===== config.mk =====
export PLATFORM = sky130hd
export DESIGN_NAME = conv_mac_accumulator_flat
export DESIGN_NICKNAME = d
export VERILOG_FILES = /design/src/rtl/conv_mac_accumulator_if.sv /design/src/rtl/conv_mac_accumulator.sv /design/src/flat_wrapper.sv
export SDC_FILE = /design/constraint.sdc
export NUM_CORES = 1
export LEC_CHECK = 0
export ABC_AREA = 1
export BUFFER_PORTS_ARGS = -buffer_cell sky130_fd_sc_hd__clkbuf_2
export CORE_MARGIN = 2
export CORE_UTILIZATION = 45
export CTS_BUF_LIST = sky130_fd_sc_hd__clkbuf_4 sky130_fd_sc_hd__clkbuf_8 sky130_fd_sc_hd__clkbuf_16
export DETAILED_ROUTE_END_ITERATION = 7
export PLACE_DENSITY = 0.62
export SYNTH_ARGS = -nofsm -noshare
export SYNTH_HDL_FRONTEND = slang
export SYNTH_SLANG_ARGS = --single-unit

===== constraint.sdc =====
create_clock -name clk -period 2.5 [get_ports clk]
set_input_delay 0.75 -clock clk [delete_from_list [all_inputs] [get_ports clk]]
set_output_delay 0.75 -clock clk [all_outputs]
set_load 0.02 [all_outputs]

===== src/rtl/conv_mac_accumulator_if.sv =====
// rtl/conv_mac_accumulator_if.sv - tap stream and window result bundle for conv_mac_accumulator
//
// Purpose: groups the pixel/weight tap handshake, the abort strobe and the
// completed-window result signals of conv_mac_accumulator.
//
// Signals:
//   in_valid        master->slave  pixel/weight pair presented
//   in_ready        slave->master  pair accepted this cycle
//   pixel           master->slave  unsigned pixel, PIX_WIDTH bits
//   weight          master->slave  signed weight, WGT_WIDTH bits
//   clear           master->slave  abort of the partial window
//   acc_out         slave->master  completed window sum, DATA_WIDTH bits
//   load_new_value  slave->master  one-cycle pulse, acc_out valid
//   busy            slave->master  window partially accumulated
interface conv_mac_accumulator_if #(
  parameter int DATA_WIDTH = 20,
  parameter int PIX_WIDTH  = 8,
  parameter int WGT_WIDTH  = 8
);
  logic                         in_valid;
  logic                         in_ready;
  logic [PIX_WIDTH-1:0]         pixel;
  logic signed [WGT_WIDTH-1:0]  weight;
  logic                         clear;
  logic signed [DATA_WIDTH-1:0] acc_out;
  logic                         load_new_value;
  logic                         busy;

  modport master (
    output in_valid, pixel, weight, clear,
    input  in_ready, acc_out, load_new_value, busy
  );

  modport slave (
    input  in_valid, pixel, weight, clear,
    output in_ready, acc_out, load_new_value, busy
  );
endinterface


===== src/rtl/conv_mac_accumulator.sv =====
// rtl/conv_mac_accumulator.sv - saturating multiply-accumulate over fixed-length convolution windows
//
// Purpose: accumulates KERNEL_TAPS pixel*weight products per window through a
// two-stage pipeline (product register, saturating accumulator) and publishes
// each completed window sum with a one-cycle load_new_value pulse.
//
// Ports:
//   clk  input  single clock, rising edge
//   rst  input  asynchronous active-low reset
//   bus  conv_mac_accumulator_if.slave
//        in_valid/in_ready/pixel/weight  tap handshake
//        clear                           abort of the partial window
//        acc_out/load_new_value          completed window sum and its strobe
//        busy                            window partially accumulated
module conv_mac_accumulator #(
  parameter int DATA_WIDTH  = 20,
  parameter int PIX_WIDTH   = 8,
  parameter int WGT_WIDTH   = 8,
  parameter int KERNEL_TAPS = 9
) (
  input logic                   clk,
  input logic                   rst,
  conv_mac_accumulator_if.slave bus
);

  // Pixel gets one extra zero bit to become signed before the multiply.
  localparam int PROD_W = PIX_WIDTH + 1 + WGT_WIDTH;
  // One guard bit above the wider operand so the add can never wrap.
  localparam int SUM_W = ((DATA_WIDTH > PROD_W) ? DATA_WIDTH : PROD_W) + 1;
  localparam logic [7:0] LAST_CNT = 8'(KERNEL_TAPS - 1);
  localparam logic signed [SUM_W-1:0] SAT_MAX =
    {{(SUM_W - DATA_WIDTH + 1){1'b0}}, {(DATA_WIDTH - 1){1'b1}}};
  localparam logic signed [SUM_W-1:0] SAT_MIN =
    {{(SUM_W - DATA_WIDTH + 1){1'b1}}, {(DATA_WIDTH - 1){1'b0}}};

  typedef enum logic {
    S_IDLE  = 1'b0,
    S_ACCUM = 1'b1
  } state_t;

  state_t                        r_state;
  state_t                        w_state_nxt;
  logic [7:0]                    r_count;
  logic [7:0]                    w_count_nxt;
  logic                          w_accept;
  logic                          w_first;
  logic                          w_last;

  logic signed [PROD_W-1:0]      w_pix_s;
  logic signed [PROD_W-1:0]      w_wgt_s;
  logic signed [PROD_W-1:0]      w_prod;
  logic                          r_s1_valid;
  logic                          r_s1_first;
  logic                          r_s1_last;
  logic signed [PROD_W-1:0]      r_s1_prod;

  logic signed [SUM_W-1:0]       w_base;
  logic signed [SUM_W-1:0]       w_prod_ext;
  logic signed [SUM_W-1:0]       w_sum;
  logic signed [DATA_WIDTH-1:0]  w_sat;
  logic signed [DATA_WIDTH-1:0]  r_acc;
  logic                          r_s2_done;
  logic signed [DATA_WIDTH-1:0]  r_acc_out;
  logic                          r_load;

  // Held low during reset so no tap is taken before the pipeline is known-empty.
  assign bus.in_ready = rst && !bus.clear;
  assign w_accept     = bus.in_valid && bus.in_ready;

  always_ff @(posedge clk or negedge rst) begin
    if (!rst) begin
      r_state <= S_IDLE;
      r_count <= '0;
    end else begin
      r_state <= w_state_nxt;
      r_count <= w_count_nxt;
    end
  end

  always_comb begin
    w_state_nxt = r_state;
    w_count_nxt = r_count;
    w_first     = 1'b0;
    w_last      = 1'b0;
    if (bus.clear) begin
      w_state_nxt = S_IDLE;
      w_count_nxt = '0;
    end else if (w_accept) begin
      case (r_state)
        S_IDLE: begin
          w_first     = 1'b1;
          w_state_nxt = S_ACCUM;
          w_count_nxt = 8'd1;
        end
        S_ACCUM: begin
          if (r_count == LAST_CNT) begin
            w_last      = 1'b1;
            w_state_nxt = S_IDLE;
            w_count_nxt = '0;
          end else begin
            w_count_nxt = r_count + 8'd1;
          end
        end
        default: begin
          w_state_nxt = S_IDLE;
          w_count_nxt = '0;
        end
      endcase
    end
  end

  assign w_pix_s = {{(WGT_WIDTH + 1){1'b0}}, bus.pixel};
  assign w_wgt_s = {{(PIX_WIDTH + 1){bus.weight[WGT_WIDTH-1]}}, bus.weight};
  assign w_prod  = w_pix_s * w_wgt_s;

  // A first tap restarts the window, so it is added to zero instead of the
  // previous sum; the load still passes through the clamp for narrow accumulators.
  assign w_base     = r_s1_first ? '0 : {{(SUM_W - DATA_WIDTH){r_acc[DATA_WIDTH-1]}}, r_acc};
  assign w_prod_ext = {{(SUM_W - PROD_W){r_s1_prod[PROD_W-1]}}, r_s1_prod};
  assign w_sum      = w_base + w_prod_ext;

  always_comb begin
    w_sat = w_sum[DATA_WIDTH-1:0];
    if (w_sum > SAT_MAX) begin
      w_sat = SAT_MAX[DATA_WIDTH-1:0];
    end else if (w_sum < SAT_MIN) begin
      w_sat = SAT_MIN[DATA_WIDTH-1:0];
    end
  end

  always_ff @(posedge clk or negedge rst) begin
    if (!rst) begin
      r_s1_valid <= 1'b0;
      r_s1_first <= 1'b0;
      r_s1_last  <= 1'b0;
      r_s1_prod  <= '0;
      r_acc      <= '0;
      r_s2_done  <= 1'b0;
      r_acc_out  <= '0;
      r_load     <= 1'b0;
    end else begin
      // w_accept is already low under clear, which empties stage 1.
      r_s1_valid <= w_accept;
      if (w_accept) begin
        r_s1_prod  <= w_prod;
        r_s1_first <= w_first;
        r_s1_last  <= w_last;
      end
      if (bus.clear) begin
        r_acc <= '0;
      end else if (r_s1_valid) begin
        r_acc <= w_sat;
      end
      // A last tap still in stage 1 under clear is dropped; one that has
      // already reached stage 2 (r_s2_done) completes normally below.
      r_s2_done <= r_s1_valid && r_s1_last && !bus.clear;
      if (r_s2_done) begin
        r_acc_out <= r_acc;
      end
      r_load <= r_s2_done;
    end
  end

  assign bus.acc_out        = r_acc_out;
  assign bus.load_new_value = r_load;
  assign bus.busy           = (r_state == S_ACCUM) || (r_s1_valid && !r_s1_last);

endmodule


===== src/flat_wrapper.sv =====
// flat-port wrapper written by rule: the top's interface ports become plain ports
module conv_mac_accumulator_flat 
#(
  parameter int DATA_WIDTH  = 20,
  parameter int PIX_WIDTH   = 8,
  parameter int WGT_WIDTH   = 8,
  parameter int KERNEL_TAPS = 9
)
  (clk, rst, bus_in_valid, bus_pixel, bus_weight, bus_clear, bus_in_ready, bus_acc_out, bus_load_new_value, bus_busy);
  conv_mac_accumulator_if #(.DATA_WIDTH(DATA_WIDTH), .PIX_WIDTH(PIX_WIDTH), .WGT_WIDTH(WGT_WIDTH)) bus_i ();
  input logic clk;
  input logic rst;
  input wire logic [$bits(bus_i.in_valid)-1:0] bus_in_valid;
  input wire logic [$bits(bus_i.pixel)-1:0] bus_pixel;
  input wire logic [$bits(bus_i.weight)-1:0] bus_weight;
  input wire logic [$bits(bus_i.clear)-1:0] bus_clear;
  output wire logic [$bits(bus_i.in_ready)-1:0] bus_in_ready;
  output wire logic [$bits(bus_i.acc_out)-1:0] bus_acc_out;
  output wire logic [$bits(bus_i.load_new_value)-1:0] bus_load_new_value;
  output wire logic [$bits(bus_i.busy)-1:0] bus_busy;
  assign bus_i.in_valid = bus_in_valid;
  assign bus_i.pixel = bus_pixel;
  assign bus_i.weight = bus_weight;
  assign bus_i.clear = bus_clear;
  assign bus_in_ready = bus_i.in_ready;
  assign bus_acc_out = bus_i.acc_out;
  assign bus_load_new_value = bus_i.load_new_value;
  assign bus_busy = bus_i.busy;
  conv_mac_accumulator #(.DATA_WIDTH(DATA_WIDTH), .PIX_WIDTH(PIX_WIDTH), .WGT_WIDTH(WGT_WIDTH), .KERNEL_TAPS(KERNEL_TAPS)) u_core (.clk(clk), .rst(rst), .bus(bus_i));
endmodule

Word level (Yosys, flattened, before mapping)
Cells that the tools add are included. Widths: inputs -> output; s select.

Register bits: 71.

Add/subtract/negate cells: 2. $mul: 1. Magnitude comparators: 2. Eq/ne operators: 1. Mux-type cells: 18. Bitwise operators: 1. Reductions and logical operators: 10.

Operators with widths (number): $mux 20 (4); $mux 8 (3); $add 21x17->21 (1); $gt 21x20->1 const B (1); $lt 21x20->1 const B (1); $mux 21 (1); $mul 9x8->17 (1); $pmux 8 s2 (1); $add 8x1->8 const B (1); $eq 8x4->1 const B (1); $mux 1 (8); $logic_and 1x1->1 (5); $reduce_bool 2->1 (2); $logic_not 1->1 (2); $pmux 1 s2 (1); $logic_or 1x1->1 (1); $not 1->1 (1).

Logic depth before layout (Yosys ltp)
Gate-level depths: netlist (run 1).

Word-level depth: 7. Mapped depth: 21. Gate-level depth less buffers: 20.

Worst setup path after synthesis (run 1)
Ideal clock, no wire load.

Path kind: input port to flip-flop. Start point: input port bus_weight[7]. End point: register u_core.r_s1_prod[16]. Arrival: 4638 ps. Data required time: 2382 ps. Slack: -2256 ps. Stages: 16. Cell sequence: clkinv_1 > or2_2 > fa_1 > fa_1 > inv_1 > fa_1 > inv_1 > fa_1 > inv_1 > ha_1 > nand2_1 > o21ai_0 > nand4_1 > a31o_2 > nand3_1 > nand2_1.

Longest elaborated chain between the ends: 1.

Ends and longest elaborated chain: start, declared (line flat_wrapper.sv:15) `input wire logic [$bits(bus_i.weight)-1:0] bus_weight;`; $mul 9x8->17 (line conv_mac_accumulator.sv:114) `assign w_prod = w_pix_s * w_wgt_s;`; end signal, assigned (line conv_mac_accumulator.sv:145) `r_s1_prod <= w_prod;`; end, declared (line conv_mac_accumulator.sv:55) `logic signed [PROD_W-1:0] r_s1_prod;`.

No other way between the ends. A chain may end at the register's enable or synchronous reset.

Worst setup path after layout (run 1)
Ends and elaborated chain as after synthesis.

==> results.sh, run 1 <==
export IMPL_status="finished, violations left"
export IMPL_failed_checks="negative setup slack"
export IMPL_dr_pass1_iters=5
export IMPL_dp_final_hpwl_um=13580
export IMPL_hold_viol=0
export IMPL_cts_made_buffers=9
export IMPL_die_w_um=126.8
export IMPL_worstSetupPathType="in -> reg"
export IMPL_cp_start_kind="input pin"
export IMPL_synth_main_ff_cell="dfrtp_1"
export IMPL_netlist_top_cell_by_area="dfrtp_1"
export IMPL_netlist_instances=928
export IMPL_drtAntennaViolNets=0
export IMPL_rsz0062_at_grt="yes"
export IMPL_clockPowerShare_pct=20.4
export IMPL_hold_slack_ns=0.4825
export IMPL_fin_util_pct=60.61
export IMPL_antenna_found_initial=0
export IMPL_num_vias=6107
export IMPL_fin_skew_ns=0.006844
export IMPL_yosysWarningCount=0
export IMPL_yosysSeqAreaShare_pct=26.20
export IMPL_start_util_pct=46.31
export IMPL_synthesis_nets=1051
export IMPL_worstSetupStartpoint="bus_weight[7]"
export IMPL_cts_sinks=71
export IMPL_io_pins=43
export IMPL_synth_avg_cell_area_um2=7.308
export IMPL_setup_violations=13
export IMPL_nNetsFinal=1156
export IMPL_seqPwrFrac_pct=21.6
export IMPL_synth_top_area_share_pct=26.20
export IMPL_slew_viol_final=0
export IMPL_p_int_mw=4.327
export IMPL_gp_congestion=0.9008
export IMPL_power_density_mw_per_mm2=839.9
export IMPL_rows=44
export IMPL_power_switching_mw=3.128
export IMPL_rr_startpoint="u_core.r_s1_first$_DFFE_PN0P_"
export IMPL_finalCriticalPeriod_ns=4.021
export IMPL_async_flop_share_pct=100.0
export IMPL_path_clk_slew_ns=0.06
export IMPL_grt_pass1_wl_um=28880
export IMPL_final_layout_size_suffix_gt1_share_pct=28.42
export IMPL_instances_no_fill=1222
export IMPL_critPathMaxFanout=7
export IMPL_wl_per_cell_um=14.03
export IMPL_cp_arrival_ns=4.25
export IMPL_combPwrFrac_pct=58.1
export IMPL_hold_path_class="reg -> reg"
export IMPL_relSlewSlack_pct=63.72
export IMPL_place_ws_ns=-1.962
export IMPL_cp_required_ns=2.73
export IMPL_synth_area_mm2=0.006782
export IMPL_clk_latency_ns=0.34
export IMPL_synth_cell_types=42
export IMPL_end_kind="register"
export IMPL_die_area_mm2=0.01607
export IMPL_ys_seq_elements=71
export IMPL_numPlacedInstances=1193
export IMPL_synth_area_leaders="dfrtp_1 26%, nand2_1 13%, ha_1 12%"
export IMPL_tightest_slew_ns=0.5442
export IMPL_rrSetupSlack_ns=0.07
export IMPL_ctsLongestPathBuffers=2
export IMPL_final_setup_tns_ns=-16.38
export IMPL_min_period_over_period_pct=160.8
export IMPL_synthTopCellsByCount="238 x nand2_1, 175 x inv_1, 89 x nor2_1, 71 x dfrtp_1, 65 x ha_1"
export IMPL_p_leak_nw=4.836
export IMPL_worst_r2r_path_depth=15
export IMPL_fin_area_mm2=0.008876
export IMPL_area_growth_pct=30.89
export IMPL_drt_iter0_drc=342
export IMPL_grt_usage_pct=22.41
export IMPL_grt_max_degree=42
export IMPL_layout_setup_ws_ns=-1.521
export IMPL_core_area_mm2=0.01464
export IMPL_placedInstanceArea_mm2=0.007789
export IMPL_critPathCapture="u_core.r_s1_prod[16]$_DFFE_PN0P_"
export IMPL_cts_tree="built"
export IMPL_overflow=0
export IMPL_maxCapViolCount=0
export IMPL_fp_dieH_um=126.8
export IMPL_max_freq_mhz=248.7
export IMPL_io_buffers=42
export IMPL_vias_per_cell=4.998
export IMPL_synth_most_common_cell="nand2_1"
export IMPL_vdd_drop_max_v=0.0004698
export IMPL_netSwitchingFraction_pct=41.96
export IMPL_route_detailed_drc=0
export IMPL_reg2reg_to="u_core.r_acc[1]$_DFFE_PN0P_"
export IMPL_clock_root_buffer="clkbuf_16"
export IMPL_fillerInstances=1338
export IMPL_routed_wl_um=17140
export IMPL_synth_edff_count=0
export IMPL_finalPower_mw=7.455
export IMPL_grt_pass1_vias=6006
export IMPL_h_tree_depth=3
export IMPL_num_antenna_cells=0
==> cell type report <==
| cell class | count | area, um^2 | share of cell area [%] |
|---|---|---|---|
| Inverter | 179 | 686.9 | 7.739 |
| Clock buffer | 11 | 252.7 | 2.847 |
| Sequential cell | 71 | 1777 | 20.02 |
| Clock inverter | 5 | 103.9 | 1.170 |
| Tap cell | 184 | 230.2 | 2.594 |
| Multi-Input combinational cell | 649 | 4751 | 53.52 |
| Timing Repair Buffer | 123 | 1075 | 12.11 |
==> registers in the layout (all words and copies together) (netlist names) <==
name	flops
u_core.r_s2_done	1
u_core.r_s1_first	1
u_core.r_s1_last	1
u_core.bus.load_new_value	1
u_core.r_count	8
u_core.r_s1_prod	17
u_core.r_s1_valid	1
u_core.r_state	1
u_core.r_acc	20
u_core.bus.acc_out	20
==> timing repair <==
action	4_1_cts	5_1_grt
setup endpoints to repair	20	32
pin swaps	35	40
gates cloned	0	1
buffers inserted	6	6
hold buffers	0	0
resized for setup	76	89
==> kinds of logic (layout without fill, tap and decap cells) <==
logic type | after synthesis | after routing | synth area share [%]
simple gates | 434 | 435 | 28.73
mux | 1 | 1 | 0.1660
compound gates | 93 | 93 | 7.694
buf+inv | 209 | 318 | 11.81
fa+ha+maj | 103 | 103 | 23.21
xor+xnor | 17 | 17 | 2.196
flops | 71 | 71 | 26.20
==> worst min path at each step <==
| stage | startpoint | endpoint | slack, ns | cells after the start |
|---|---|---|---|---|
| 6_report | u_core.r_acc[19]$_DFFE_PN0P_ | u_core.r_acc[19]$_DFFE_PN0P_ | 0.48 | 2 |
| 5_1_grt | u_core.r_acc[0]$_DFFE_PN0P_ | u_core.r_acc[0]$_DFFE_PN0P_ | 0.50 | 2 |
| 4_1_cts | u_core.r_acc[0]$_DFFE_PN0P_ | u_core.r_acc[0]$_DFFE_PN0P_ | 0.49 | 2 |
| 3_5_place_dp | u_core.r_acc[0]$_DFFE_PN0P_ | u_core.r_acc[0]$_DFFE_PN0P_ | 0.47 | 2 |
| 3_3_place_gp | u_core.r_acc[0]$_DFFE_PN0P_ | u_core.r_acc[0]$_DFFE_PN0P_ | 0.46 | 2 |
| 2_1_floorplan | u_core.r_s2_done$_DFF_PN0_ | u_core.bus.load_new_value$_DFF_PN0_ | 0.39 | 0 |
==> layout by cell type (no fill, tap or decap), types with 3 or more instances in the layout <==
cell type	n
buf_4	61
o21bai_1	6
nand3_1	39
inv_1	156
clkbuf_2	27
clkbuf_8	3
bufinv_16	3
o21ai_4	4
nand3_2	21
fa_2	5
buf_6	20
xor2_1	13
nor2_2	13
ha_1	47
dfrtp_1	71
inv_2	21
fa_1	33
nand2_2	28
ha_2	6
buf_8	6
a21oi_4	3
nor2_4	6
nor2_1	76
o21ai_0	11
nor3_1	3
o22ai_1	5
ha_4	12
a21oi_2	10
clkbuf_16	13
o21ai_1	8
nand2_4	9
nand2_1	212
a21oi_1	33
nand4_1	16
==> layer usage <==
layer  up-vias  wire length, um  GRT usage, %
li1       3094                -             -
met1      2885             8199         32.44
met2       104             7979         35.77
met3        24              659         3.079
met4         0              301         5.495
met5         -                0             0
==> critical path, cell delays in order <==
cell and delay, ns:
clkbuf_16 0.11, clkinv_8 0.05, or2_4 0.24, fa_1 0.44
fa_1 0.49, inv_1 0.05, fa_1 0.47, inv_1 0.05
fa_1 0.49, inv_2 0.04, ha_4 0.30, nand2_4 0.07
o21ai_4 0.17, nand4_1 0.14, a31o_2 0.27, nand3_2 0.05
nand2_1 0.04
==> power groups by stage <==
| stage | logic [mW] | clock network [mW] | registers [mW] |
|---|---|---|---|
| floorplan | 2.33 | 0 | 1.71 |
| global placement | 3.45 | 0 | 1.61 |
| detailed placement | 3.46 | 0 | 1.62 |
| CTS | 3.96 | 1.55 | 1.60 |
| global route | 4.77 | 1.60 | 1.64 |
| finish | 4.33 | 1.52 | 1.61 |
(Power assumes the default switching activity.)
==> run 2: changes to the inputs <==
--- a/config.mk
+++ b/config.mk
@@ -5,13 +5,13 @@
 export SDC_FILE = /design/constraint.sdc
 export NUM_CORES = 1
 export LEC_CHECK = 0
-export ABC_AREA = 1
 export BUFFER_PORTS_ARGS = -buffer_cell sky130_fd_sc_hd__clkbuf_2
 export CORE_MARGIN = 2
 export CORE_UTILIZATION = 45
 export CTS_BUF_LIST = sky130_fd_sc_hd__clkbuf_4 sky130_fd_sc_hd__clkbuf_8 sky130_fd_sc_hd__clkbuf_16
 export DETAILED_ROUTE_END_ITERATION = 7
-export PLACE_DENSITY = 0.62
+export PLACE_DENSITY = 0.63
+export SLEW_MARGIN = 10
 export SYNTH_ARGS = -nofsm -noshare
 export SYNTH_HDL_FRONTEND = slang
 export SYNTH_SLANG_ARGS = --single-unit
==> run 2 against run 1 <==
Compared with the run above: critical path depth increased by 3; global-route usage fell by 0.18 points; sequential cell count did not move; non-clock buffer count up 70; die area down 11%; utilization grew 6.1 points; area after synthesis down 11%; sequential power decreased by 11%; the flow still finishes with violations (negative setup slack); largest power group unchanged; combinational power decreased by 20%; sequential share of layout area is 0.28 points higher; power down 15%.
==> results.sh, run 2 <==
export IMPL_num_vias=5129
export IMPL_critPathMaxFanout=4
export IMPL_synth_area_leaders="dfrtp_1 30%, ha_1 14%, fa_1 13%"
export IMPL_worst_r2r_path_depth=13
export IMPL_cpMostUsedCell="fa_1"
export IMPL_nNetsFinal=927
export IMPL_fp_dieH_um=119.6
export IMPL_slowest_delay_ns=0.54
export IMPL_reg2reg_to="u_core.r_acc[9]$_DFFE_PN0P_"
export IMPL_worstSetupPathType="in -> reg"
export IMPL_cts_sinks=71
export IMPL_drt_iter0_drc=285
export IMPL_netlist_top_cell_by_area="dfrtp_1"
export IMPL_async_flop_share_pct=100.0
export IMPL_fin_skew_ns=0.008215
export IMPL_ctsHoldBuffers=0
export IMPL_final_setup_tns_ns=-28.49
export IMPL_die_area_mm2=0.01430
export IMPL_dp_final_hpwl_um=10580
export IMPL_synth_top_area_share_pct=29.56
export IMPL_cp_cell_sequence="buf_8, clkinvlp_4, buf_6, nor2_2, fa_1, inv_1, fa_1, inv_1, fa_1, inv_2, fa_1, inv_2, ha_4, buf_6, a21oi_4, o311ai_2, a21o_1, a21oi_2, xor2_1, o21ai_1"
export IMPL_rr_startpoint="u_core.r_s1_first$_DFFE_PN0P_"
export IMPL_yosysWarningCount=0
export IMPL_final_layout_size_suffix_gt1_share_pct=45.74
export IMPL_grt_pass1_wl_um=25410
export IMPL_fin_area_mm2=0.008761
export IMPL_antenna_found_initial=0
export IMPL_grt_max_degree=47
export IMPL_status="finished, violations left"
export IMPL_cp_arrival_ns=4.47
export IMPL_numPlacedInstances=930
export IMPL_vias_per_cell=5.207
export IMPL_route_detailed_drc=0
export IMPL_end_kind="register"
export IMPL_synth_area_mm2=0.006011
export IMPL_synthesis_nets=738
export IMPL_cp_num_buf_inv=8
export IMPL_failed_checks="negative setup slack"
export IMPL_clk_latency_ns=0.34
export IMPL_synth_top_family_by_area="adder cells"
export IMPL_maxCapViolCount=0
export IMPL_die_w_um=119.6
export IMPL_wl_met1_um=6525
export IMPL_cp_num_cells=20
export IMPL_ctsLongestPathBuffers=2
export IMPL_cts_made_buffers=9
export IMPL_netlist_instances=615
export IMPL_ys_seq_elements=71
export IMPL_synthMuxAreaShare_pct=3.747
export IMPL_fin_util_pct=66.69
export IMPL_finalPower_mw=6.362
export IMPL_synth_avg_cell_area_um2=9.774
export IMPL_instances_no_fill=985
export IMPL_synth_edff_count=0
export IMPL_start_util_pct=45.75
export IMPL_overflow=0
export IMPL_rrSetupSlack_ns=-0.62
export IMPL_layout_setup_ws_ns=-1.752
export IMPL_synth_compound_area_share_pct=12.97
export IMPL_routed_top_layer="met4"
export IMPL_synthXorXnorAreaFrac_pct=5.100
export IMPL_placedInstanceArea_mm2=0.007385
export IMPL_final_common_cell="buf_4"
export IMPL_p_leak_nw=4.416
export IMPL_fillerInstances=987
export IMPL_max_freq_mhz=235.2
export IMPL_cp_required_ns=2.71
export IMPL_power_density_mw_per_mm2=726.1
export IMPL_yosysSeqAreaShare_pct=29.56
export IMPL_drtAntennaViolNets=0
export IMPL_num_antenna_cells=0
export IMPL_layout_common_cells="130 x buf_4, 70 x dfrtp_1, 57 x inv_1"
export IMPL_met3_length_um=580
export IMPL_synth_most_common_cell="inv_1"
export IMPL_io_pins=43
export IMPL_finalCriticalPeriod_ns=4.252
export IMPL_grt_usage_pct=22.22
export IMPL_rsz0062_at_grt="yes"
export IMPL_gp_congestion=0.8991
export IMPL_critPathCapture="u_core.r_s1_prod[15]$_DFFE_PN0P_"
export IMPL_dr_pass1_iters=4
export IMPL_synth_cell_types=55
export IMPL_rows=42
export IMPL_synthTopCellsByCount="75 x inv_1, 71 x dfrtp_1, 65 x ha_1, 59 x nand2_1, 38 x fa_1"
export IMPL_grt_pass1_vias=5344
export IMPL_core_area_mm2=0.01314
export IMPL_path_clk_slew_ns=0.06
export IMPL_cts_tree="built"
export IMPL_relSlewSlack_pct=37.83
export IMPL_wl_per_cell_um=15.97
export IMPL_clock_root_buffer="clkbuf_16"
export IMPL_setup_violations=33
export IMPL_slew_viol_final=0
export IMPL_worstSetupStartpoint="bus_weight[7]"
export IMPL_tightest_slew_ns=0.9325
export IMPL_area_growth_pct=45.75
export IMPL_synth_main_ff_cell="dfrtp_1"
export IMPL_yosys_area_share_adder_pct=26.19
export IMPL_h_tree_depth=3
export IMPL_hold_viol=0
export IMPL_io_buffers=42
export IMPL_cpMaxStageDelayCell="fa_1"
export IMPL_critPathTopFamily="adder cells"
export IMPL_hold_path_class="in -> async"
export IMPL_routed_wl_um=15730
export IMPL_cp_start_kind="input pin"
export IMPL_vdd_drop_max_v=0.0004535
export IMPL_min_period_over_period_pct=170.1
export IMPL_yosys_area_share_simple_pct=15.95
export IMPL_dr_wl_met2_um=8076
-- run 2: worst reg2reg max path, cell delays in order (launching register included) --
cell and delay (ns):
dfrtp_2 0.47, buf_12 0.18, nor2b_4 0.13, ha_4 0.21, o211ai_1 0.26, a21oi_4 0.07
nor4_4 0.36, o311ai_4 0.14, a21oi_2 0.21, a221oi_2 0.09, buf_4 0.14, o21a_4 0.25
buf_12 0.16, a221o_2 0.33
-- run 2: how the worst min path moves through the flow --
stage,from,endpoint,depth (start not counted)
after floorplan,u_core.r_s2_done$_DFF_PN0_,u_core.bus.load_new_value$_DFF_PN0_,0
after global placement,u_core.r_s1_prod[4]$_DFFE_PN0P_,u_core.r_s1_prod[4]$_DFFE_PN0P_,2
after detailed placement,u_core.r_s1_prod[6]$_DFFE_PN0P_,u_core.r_s1_prod[6]$_DFFE_PN0P_,2
after CTS,rst,u_core.bus.acc_out[13]$_DFFE_PN0P_,2
after global routing,rst,u_core.r_acc[10]$_DFFE_PN0P_,2
final,rst,u_core.bus.acc_out[12]$_DFFE_PN0P_,2
-- run 2: logic make-up (layout without fill, tap and decap cells) --
| group | count (synthesis) | in the layout |
|---|---|---|
| AOI/OAI and AO/OA | 112 | 112 |
| buffers and inverters | 90 | 284 |
| DFF | 71 | 71 |
| xor gates and xnor gates | 35 | 35 |
| muxes | 20 | 20 |
| and+or+nand+nor | 184 | 184 |
| adders and majority gates | 103 | 103 |
-- run 2: what timing repair did --
item	4_1_cts	5_1_grt
endpoints found under the setup margin	33	34
resized for setup	81	95
setup buffers	18	24
cloned	7	0
endpoints found under the hold margin	0	0
pin swaps	41	61
-- run 2: cell type report --
cell class / instances / area, um^2 / share of cell area [%]
clock inverter: 6 / 107.6 / 1.228
sequential: 71 / 1778 / 20.29
tap: 176 / 220.2 / 2.514
multi-input combinational: 454 / 4483 / 51.17
inverter: 75 / 285.3 / 3.256
timing repair buffer: 193 / 1648 / 18.81
clock buffer: 10 / 239.0 / 2.728
-- run 2: stage by stage --
| stage | worst slack [ns] | hold WS (ns) |
|---|---|---|
| after global placement | -2.101 | 0.4708 |
| after global routing | -1.895 | 0.4834 |
| after detailed placement | -2.180 | 0.4789 |
| after floorplan | -1.819 | 0.3704 |
| final | -1.752 | 0.4631 |
| after CTS | -1.751 | 0.4703 |
-- run 2: metal layers --
metal,vias up,GRT usage (%)
met4,0,10.96
met3,37,3.660
li1,2469,-
met1,2492,26.99
met2,131,38.29
met5,-,0
-- run 2: power breakdown --
part           switching, mW  internal [mW]  leakage (nW)  total [mW]
Clock                  0.490          0.997         0.168        1.49
Sequential             0.143           1.28         0.958        1.43
Combinational           1.60           1.84          3.29        3.45
